## src/rtl/mem_wb_pipe_pkg.sv

```systemverilog
// Shared constants and types for the MEM/WB pipeline register.
package mem_wb_pipe_pkg;

  localparam logic        RstEnable    = 1'b1;
  localparam logic        WriteDisable = 1'b0;
  localparam logic [31:0] ZeroWord     = 32'h0000_0000;
  localparam logic [4:0]  NOPRegAddr   = 5'b00000;

  // Occupancy of the two-deep skid buffer.
  typedef enum logic [1:0] {
    ST_EMPTY = 2'd0,
    ST_HALF  = 2'd1,
    ST_FULL  = 2'd2
  } buf_state_e;

  // Width of one packed MEM->WB entry: per-lane {wd, wreg, wdata} plus {whilo, hi, lo}.
  function automatic int entry_width(input int lanes, input int addr_w, input int data_w);
    return lanes * (addr_w + 1 + data_w) + 1 + 2 * data_w;
  endfunction

endpackage

```

## src/rtl/mem_wb_pipe_skid_buf.sv

```systemverilog
// Generic two-entry skid buffer: main register drives the output, skid register
// absorbs one extra entry so in_ready can be a pure register.
module skid_buf
  import mem_wb_pipe_pkg::*;
#(
  parameter int W = 8
) (
  input  logic         clk,
  input  logic         rst,
  input  logic         flush_i,
  input  logic         in_valid_i,
  output logic         in_ready_o,
  input  logic [W-1:0] in_data_i,
  output logic         out_valid_o,
  input  logic         out_ready_i,
  output logic [W-1:0] out_data_o
);

  buf_state_e   state_q, state_d;
  logic [W-1:0] main_q, main_d;
  logic [W-1:0] skid_q, skid_d;
  logic         in_ready_q, in_ready_d;
  logic         accept, pop;

  assign accept      = in_valid_i && in_ready_q;
  assign pop         = out_valid_o && out_ready_i;
  assign out_valid_o = (state_q != ST_EMPTY);
  assign in_ready_o  = in_ready_q;
  assign out_data_o  = main_q;

  // Next-state and storage-load decisions; flush wins over any transfer.
  always_comb begin
    // NOTE: every output of this block gets a default first, so no path leaves a latch behind.
    state_d = state_q;
    main_d  = main_q;
    skid_d  = skid_q;
    case (state_q)
      ST_EMPTY: begin
        if (accept) begin
          state_d = ST_HALF;
          main_d  = in_data_i;
        end
      end
      ST_HALF: begin
        if (accept && pop) begin
          main_d = in_data_i;
        end else if (accept) begin
          state_d = ST_FULL;
          skid_d  = in_data_i;
        end else if (pop) begin
          state_d = ST_EMPTY;
        end
      end
      ST_FULL: begin
        if (pop) begin
          state_d = ST_HALF;
          main_d  = skid_q;
        end
      end
      default: state_d = ST_EMPTY;
    endcase
    if (flush_i) begin
      state_d = ST_EMPTY;
      main_d  = '0;
      skid_d  = '0;
    end
    // Registered ready: depends only on the next occupancy, never on out_ready_i directly.
    in_ready_d = (state_d != ST_FULL);
  end

  // State, storage and ready registers.
  always_ff @(posedge clk) begin
    // NOTE: sequential state uses non-blocking assignments only, so every register samples pre-edge values.
    if (rst == RstEnable) begin
      state_q    <= ST_EMPTY;
      in_ready_q <= 1'b1;
      // NOTE: the data registers are cleared too, so no stale payload survives a reset.
      main_q     <= '0;
      skid_q     <= '0;
    end else begin
      state_q    <= state_d;
      in_ready_q <= in_ready_d;
      main_q     <= main_d;
      skid_q     <= skid_d;
    end
  end

endmodule

```

## src/rtl/mem_wb_pipe.sv

```systemverilog
// MEM/WB pipeline register with backpressure, $0-write suppression and a retire counter.
module mem_wb_pipe
  import mem_wb_pipe_pkg::*;
#(
  parameter int DATA_W = 32,
  parameter int ADDR_W = 5,
  parameter int LANES  = 1,
  parameter int CNT_W  = 32
) (
  input  logic                     clk,
  input  logic                     rst,
  input  logic                     flush,
  input  logic                     in_valid,
  output logic                     in_ready,
  input  logic [LANES*ADDR_W-1:0]  mem_wd,
  input  logic [LANES-1:0]         mem_wreg,
  input  logic [LANES*DATA_W-1:0]  mem_wdata,
  input  logic                     mem_whilo,
  input  logic [DATA_W-1:0]        mem_hi,
  input  logic [DATA_W-1:0]        mem_lo,
  output logic                     out_valid,
  input  logic                     out_ready,
  output logic [LANES*ADDR_W-1:0]  wb_wd,
  output logic [LANES-1:0]         wb_wreg,
  output logic [LANES*DATA_W-1:0]  wb_wdata,
  output logic                     wb_whilo,
  output logic [DATA_W-1:0]        wb_hi,
  output logic [DATA_W-1:0]        wb_lo,
  output logic [CNT_W-1:0]         retire_cnt
);

  localparam int EW = entry_width(LANES, ADDR_W, DATA_W);

  logic [LANES-1:0]        wreg_eff;
  logic [EW-1:0]           in_entry, out_entry;
  logic [LANES*ADDR_W-1:0] ent_wd;
  logic [LANES-1:0]        ent_wreg;
  logic [LANES*DATA_W-1:0] ent_wdata;
  logic                    ent_whilo;
  logic [DATA_W-1:0]       ent_hi, ent_lo;
  logic [CNT_W-1:0]        retire_q, retire_d;
  logic                    pop;

  // A write to register $0 is architecturally a no-op, so drop its enable on entry.
  always_comb begin
    wreg_eff = '0;
    for (int i = 0; i < LANES; i++) begin
      wreg_eff[i] = mem_wreg[i] && (mem_wd[i*ADDR_W +: ADDR_W] != '0);
    end
  end

  assign in_entry = {mem_wd, wreg_eff, mem_wdata, mem_whilo, mem_hi, mem_lo};

  skid_buf #(
    .W (EW)
  ) u_skid_buf (
    .clk         (clk),
    .rst         (rst),
    .flush_i     (flush),
    .in_valid_i  (in_valid),
    .in_ready_o  (in_ready),
    .in_data_i   (in_entry),
    .out_valid_o (out_valid),
    .out_ready_i (out_ready),
    .out_data_o  (out_entry)
  );

  assign {ent_wd, ent_wreg, ent_wdata, ent_whilo, ent_hi, ent_lo} = out_entry;

  // Present the held entry only while valid; otherwise drive an inert NOP payload.
  always_comb begin
    wb_wd    = {LANES{ADDR_W'(NOPRegAddr)}};
    wb_wreg  = {LANES{WriteDisable}};
    wb_wdata = {LANES{DATA_W'(ZeroWord)}};
    wb_whilo = WriteDisable;
    wb_hi    = DATA_W'(ZeroWord);
    wb_lo    = DATA_W'(ZeroWord);
    if (out_valid) begin
      wb_wd    = ent_wd;
      wb_wreg  = ent_wreg;
      wb_wdata = ent_wdata;
      wb_whilo = ent_whilo;
      wb_hi    = ent_hi;
      wb_lo    = ent_lo;
    end
  end

  assign pop        = out_valid && out_ready;
  assign retire_d   = retire_q + CNT_W'(1);
  assign retire_cnt = retire_q;

  // Retire counter: counts every consumed entry, flush-cycle pops included; wraps naturally.
  always_ff @(posedge clk) begin
    if (rst == RstEnable) begin
      retire_q <= '0;
    end else if (pop) begin
      retire_q <= retire_d;
    end
  end

endmodule
```

## config.mk

```make
export PLATFORM = sky130hd
export DESIGN_NAME = mem_wb_pipe
export DESIGN_NICKNAME = d
export VERILOG_FILES = /design/src/rtl/mem_wb_pipe_pkg.sv /design/src/rtl/mem_wb_pipe_skid_buf.sv /design/src/rtl/mem_wb_pipe.sv
export SDC_FILE = /design/constraint.sdc
export NUM_CORES = 1
export LEC_CHECK = 0
export CAP_MARGIN = 20
export CORE_MARGIN = 4
export CORE_UTILIZATION = 45
export CTS_CLUSTER_SIZE = 10
export DETAILED_ROUTE_END_ITERATION = 6
export GPL_TIMING_DRIVEN = 0
export MAX_ROUTING_LAYER = met4
export PLACE_DENSITY = 0.75
export REMOVE_ABC_BUFFERS = 1
export SETUP_SLACK_MARGIN = 0.5
export SYNTH_ARGS = -nofsm -noshare
export SYNTH_HDL_FRONTEND = slang
export SYNTH_SLANG_ARGS = --single-unit
```

## constraint.sdc

```tcl
create_clock -name clk -period 1.8 [get_ports clk]
set_input_delay 0.27 -clock clk [delete_from_list [all_inputs] [get_ports clk]]
set_output_delay 0.27 -clock clk [all_outputs]
set_load 0.02 [all_outputs]
```

; After elaboration in Yosys (flattened, before gate mapping)
; Cells that the tools add are included.
[classes]
addsub = 1
n_eq_ne = 6
n_mux = 17
bitwise_logic = 1
n_reduce_logical = 11
[op_table]
columns = operator, n
row1 = 103-bit two-way mux, 3
row2 = 103-bit case mux with 3 select lines, 1
row3 = 32-bit two-way mux, 3
row4 = 32-bit by 1-bit adder with 32-bit output (second input constant), 1
row5 = 2-bit two-way mux, 6
row6 = 2-bit by 1-bit inequality test with 1-bit output (second input constant), 3
row7 = 2-bit case mux with 3 select lines, 1
row8 = 5-bit two-way mux, 1
row9 = 5-bit nonzero test, 1
row10 = 1-bit logical AND, 4
row11 = 4-bit AND reduction, 1
row12 = 3-bit AND reduction, 1
row13 = 3-bit nonzero test, 1
row14 = 2-bit by 1-bit == test with 1-bit output (second input constant), 1
row15 = 2-bit == test (second input constant), 1
row16 = 2-bit zero test, 1
row17 = 1-bit two-way mux, 2
row18 = 2-bit inequality test (second input constant), 1
row19 = 2-bit nonzero test, 1
row20 = 2-bit OR reduction, 1
row21 = 1-bit inverter, 1
[word_totals]
regBits = 241
inputBits = 108
output_inout_bits = 137
word_cells = 41

; Longest topological paths before layout
[logic_depth]
word_depth = 8
ltp_mapped = 8
mapped_depth_nobuf = 5

; Modules after synthesis
; A second synthesis with hierarchy kept.
[hier_totals]
cells_unflattened = 1225
hier_area_um2 = 10573.9
[modules_own_cells]
columns = module, n_inst, cells_each, area_per_inst_um2, seq_area_each_um2
row1 = skid_buf, 1, 927, 8341.8, 4184.0
row2 = mem_wb_pipe, 1, 298, 2232.1, 640.6

; Least setup slack after synthesis
; Ideal clock, no wire load.
[synth_timing]
kind = flip-flop to flip-flop
from = register retire_q[0] (netlist: retire_cnt[0])
to = register retire_q[30] (netlist: retire_cnt[30])
setup_time_ns = 0.070
t_arrival_ns = 2.088
required_ns = 1.730
slack_ns = -0.358
stages_incl_launch_ff = 7
n_path_buf = 1
period_less_slack_ns = 2.158
cell_sequence = dfxtp_1 > ha_1 > o211ai_2 > or4_1 > buf_2 > or4_1 > a21oi_1
[synth_between]
elab_chain_len = 1
[synth_lines]
columns = element, line_no
row1 = "start, declared", mem_wb_pipe.sv:41  ; logic [CNT_W-1:0] retire_q, retire_d;
row2 = "start signal, assigned", mem_wb_pipe.sv:97  ; retire_q <= retire_d;
row3 = 32-bit by 1-bit adder with 32-bit output, mem_wb_pipe.sv:89  ; assign retire_d = retire_q + CNT_W'(1);
; Every way passes these cells.
; A chain may end at the register's enable or synchronous reset.

; Final worst setup path
[layout_timing]
from = register u_skid_buf.state_q[1]
to = output port wb_hi[17]
[layout_between]
elab_chain_len = 2
[layout_lines]
columns = element, line_no
row1 = "start, declared", mem_wb_pipe_skid_buf.sv:19  ; buf_state_e state_q, state_d;
row2 = "start signal, assigned", mem_wb_pipe_skid_buf.sv:81  ; state_q <= state_d;
row3 = 2-bit nonzero test, mem_wb_pipe_skid_buf.sv:27  ; assign out_valid_o = (state_q != ST_EMPTY);
row4 = 32-bit two-way mux, mem_wb_pipe.sv:78  ; if (out_valid) begin
row5 = "end, declared", mem_wb_pipe.sv:27  ; output logic [DATA_W-1:0] wb_hi,
; Every way passes these cells.

==> impl_results.md <==
- Status: finished with violations
- Failing checks: negative setup slack
- Die width: ~160 um
- Starting Density: a little under half
- Antenna violations before repair: 1
- Rows: 55
- Hold Path Class: primary input to flop
- DRT Pass-1 Iters: 5
- Seq/Total Area, Yosys: 46.6%
- Register-to-Register Setup Slack: -190 ps
- Vias per Instance: around 5.6
- Post-route minimum period: just over 2000 ps
- #FFs+latches synth: around 240
- Total CTS buffers: 28
- Seq pwr share: approximately 46%
- Syn Area/Cell: between 8 and 9 sq um
- Final Setup Violations: 181
- Hold path depth: 2
- CTS max path bufs: 3
- Max IR drop VDD: between 0.5 and 0.6 mV
- Max Freq: a little under 500 MHz
- Vias in the first global route: a little under 10000
- Wire per inst: 19.7 um
- Crit path required time: 1530 ps
- Final WS setup: -268 ps
- IO Pins: roughly 250
- I/O Buffers: about 240
- Global-route wire length before repair: roughly 51 mm
- CP Capture Type: primary output
- TNS Setup: -25710 ps
- Max Slew Vio Count: 0
- Synth warn: 0
- Final hold vios: 0
- Die ar.: roughly 26000 sq um
- Hold WS: about 170 ps
- PwrDens: 759 nW/um^2
- Final WL: around 36 mm
- Final core occ: between 70% and 80%
- Worst setup startpoint: u_skid_buf.state_q[1]$_SDFF_PP0_
- 1st-iter DRT viols: about 750
- CTS tree: yes
- Hold_buf cts: 0
- CTS clk-pin slew, worst paths: 60 ps
- Leak: 6.75 nW
- Max Clock Skew: 11.3 ps
- Root Driver: clkbuf_16
- Hold Startpoint: rst
- Startpoint types: flop
- Combinational power share: between 10% and 20%
- # DRC: 0
- DRT antenna net count: 0
- Crit Path Category: flop to primary output
- Layout cells sized above 1: between 20% and 30%
- Pint: 0.00914 W
- Net Sw Frac: 24.2%
- Period utilization: 115%
- Dpl hpwl: approximately 18 mm
- Syn Inst Count: around 1200
- H-Tree Depth: 1
- Total power: about 0.012 W
- Clk pwr share: around two fifths
- Area Overhead vs Synth: 53.4%
- Total GRT Usage: about a quarter
- Mapped cell area: 10400 sq um
- Layout Cells excl Fill: approximately 1800
- Worst-Skew Late Latency: 530 ps
- RD Place Congestion: 0.819
- Worst r2r src: u_skid_buf.in_ready_o$_SDFF_PP1_
- Switching power: 0.00292 W
- Worst slew pin tran: ~530 ps
- R2r worst-path depth: 10
- Placed Cells: 1675
- Core area: between 20000 and 25000 sq um
- Clk sinks: roughly 240
- Gr ovfl total: 0
- Total number of vias: a little over 10000
- DIE HEIGHT: between 150 and 200 um
- Arrival time at the worst endpoint: between 1500 and 2000 ps
- Relative slew slack: 64.6%
- Unrepaired setup endpoints after global routing: yes
- Distinct cell type count of the synthesized netlist: 41
- Max-cap viol count: 0
- Pin count of the biggest net entering global routing: 77
- Crit Path Max Fanout: 7
- Nets: ~1600
## power groups by stage
stage               registers, W  clock network (W)  logic (W)
detailed placement       0.00564                  0    0.00108
finish                   0.00551            0.00494    0.00161
global route             0.00553            0.00525    0.00171
floorplan                0.00562                  0   0.000582
CTS                      0.00551            0.00498    0.00129
global placement         0.00563                  0    0.00110
## layout by cell type, fill, tap and decap left out, types with 41 or more instances in the layout
master | synthesis | routed
a21oi_1 | 123 | 112
clkdlybuf4s50_1 | 0 | 131
dfxtp_1 | 241 | 218
buf_6 | 1 | 71
and2_4 | 0 | 57
and2_1 | 103 | 46
a211oi_1 | 103 | 60
mux2i_1 | 104 | 103
nand2_1 | 222 | 221
clkbuf_16 | 0 | 43
buf_4 | 0 | 69
nor2_1 | 117 | 116
a211oi_2 | 0 | 41
buf_2 | 18 | 44
## critical path, cell delays in order, from the launching register on
cell	delay (ps)
dfxtp_4	350
or2_4	330
buf_6	160
clkbuf_16	160
and2_4	140
buf_6	120
## cells by family after synthesis
group | after synthesis | synth area share (%)
AO/OA/AOI/OAI | 255 | 15.5
XOR/XNOR | 11 | 0.930
adder cells (fa/ha/maj) | 1 | 0.121
buffers and inverters | 109 | 4.24
flip-flops | 241 | 46.6
multiplexers | 104 | 10.1
AND/OR/NAND/NOR | 504 | 22.5
## cell type report
class	count	area, sq um
Timing Repair Buffer	371	4090
Clock buffer	35	748
Antenna cell	1	2.50
Tap cell	285	357
Multi-Input combinational cell	885	5780
Clock inverter	1	5.00
Inverter	5	18.8
Fill cell	1645	6750
Sequential cell	241	4880
## metrics by stage
step / instance area, sq um / worst slack (ps)
2_1_floorplan: 9930 / -6070
5_1_grt: 15900 / -310
4_1_cts: 14700 / -310
3_5_place_dp: 13200 / -1450
3_3_place_gp: 12700 / -9740
6_report: 15900 / -268
## synth_stat cells (all sizes together)
master   number  share of area, %
dfxtp       241                47
nand2       222               8.0
a21oi       123               5.9
nor2        117               4.2
mux2i       104                10
a211oi      103               7.5
and2        103               6.2
clkbuf       80               2.9
buf          24               1.2
or4          15               1.1
o31ai        13              0.99
nand3        10              0.48
or3           9              0.54
o21ai         8              0.39
nand4         6              0.42
xnor2         6              0.51
inv           5              0.18
xor2          5              0.42
and4          4              0.34
nor3          4              0.19
and3          2              0.12
nand2b        2              0.12
nand3b        2              0.14
nor4          2              0.12
o21a          2              0.14
or2           2              0.12
a311oi        1             0.085
a31o          1             0.085
ha            1              0.12
nand4b        1             0.085
nand4bb       1              0.11
nor2b         1             0.060
nor4b         1             0.085
o2111a        1              0.11
o211a         1             0.097
o211ai        1              0.12
o22a          1             0.085
## final timing paths
check | endpoint
worst max-delay path | wb_hi[17]
worst min-delay path | retire_cnt[0]$_SDFFE_PP0P_
worst max register to register | u_skid_buf.out_data_o[21]$_SDFFE_PP0P_
worst min register to register | u_skid_buf.skid_q[62]$_SDFFE_PP0P_
## layer usage
metal	wire length, um	GRT usage, %
met1	14600	31.0
met2	17900	40.9
met4	809	6.39
met3	2760	5.21
met5	0	-
## flip-flops by register name (all words and copies together) (netlist names)
| register | count |
|---|---|
| retire_cnt | 32 |
| u_skid_buf.state_q | 2 |
| u_skid_buf.skid_q | 103 |
| u_skid_buf.in_ready_o | 1 |
| u_skid_buf.out_data_o | 103 |
## repair_timing
item | in CTS | in global routing
cloned | 17 | 16
buffers inserted | 43 | 36
pin swaps | 31 | 57
resized for setup | 612 | 180
endpoints found under the setup margin | 378 | 378
endpoints found under the hold margin | 0 | 0
(Power assumes the default switching activity.)
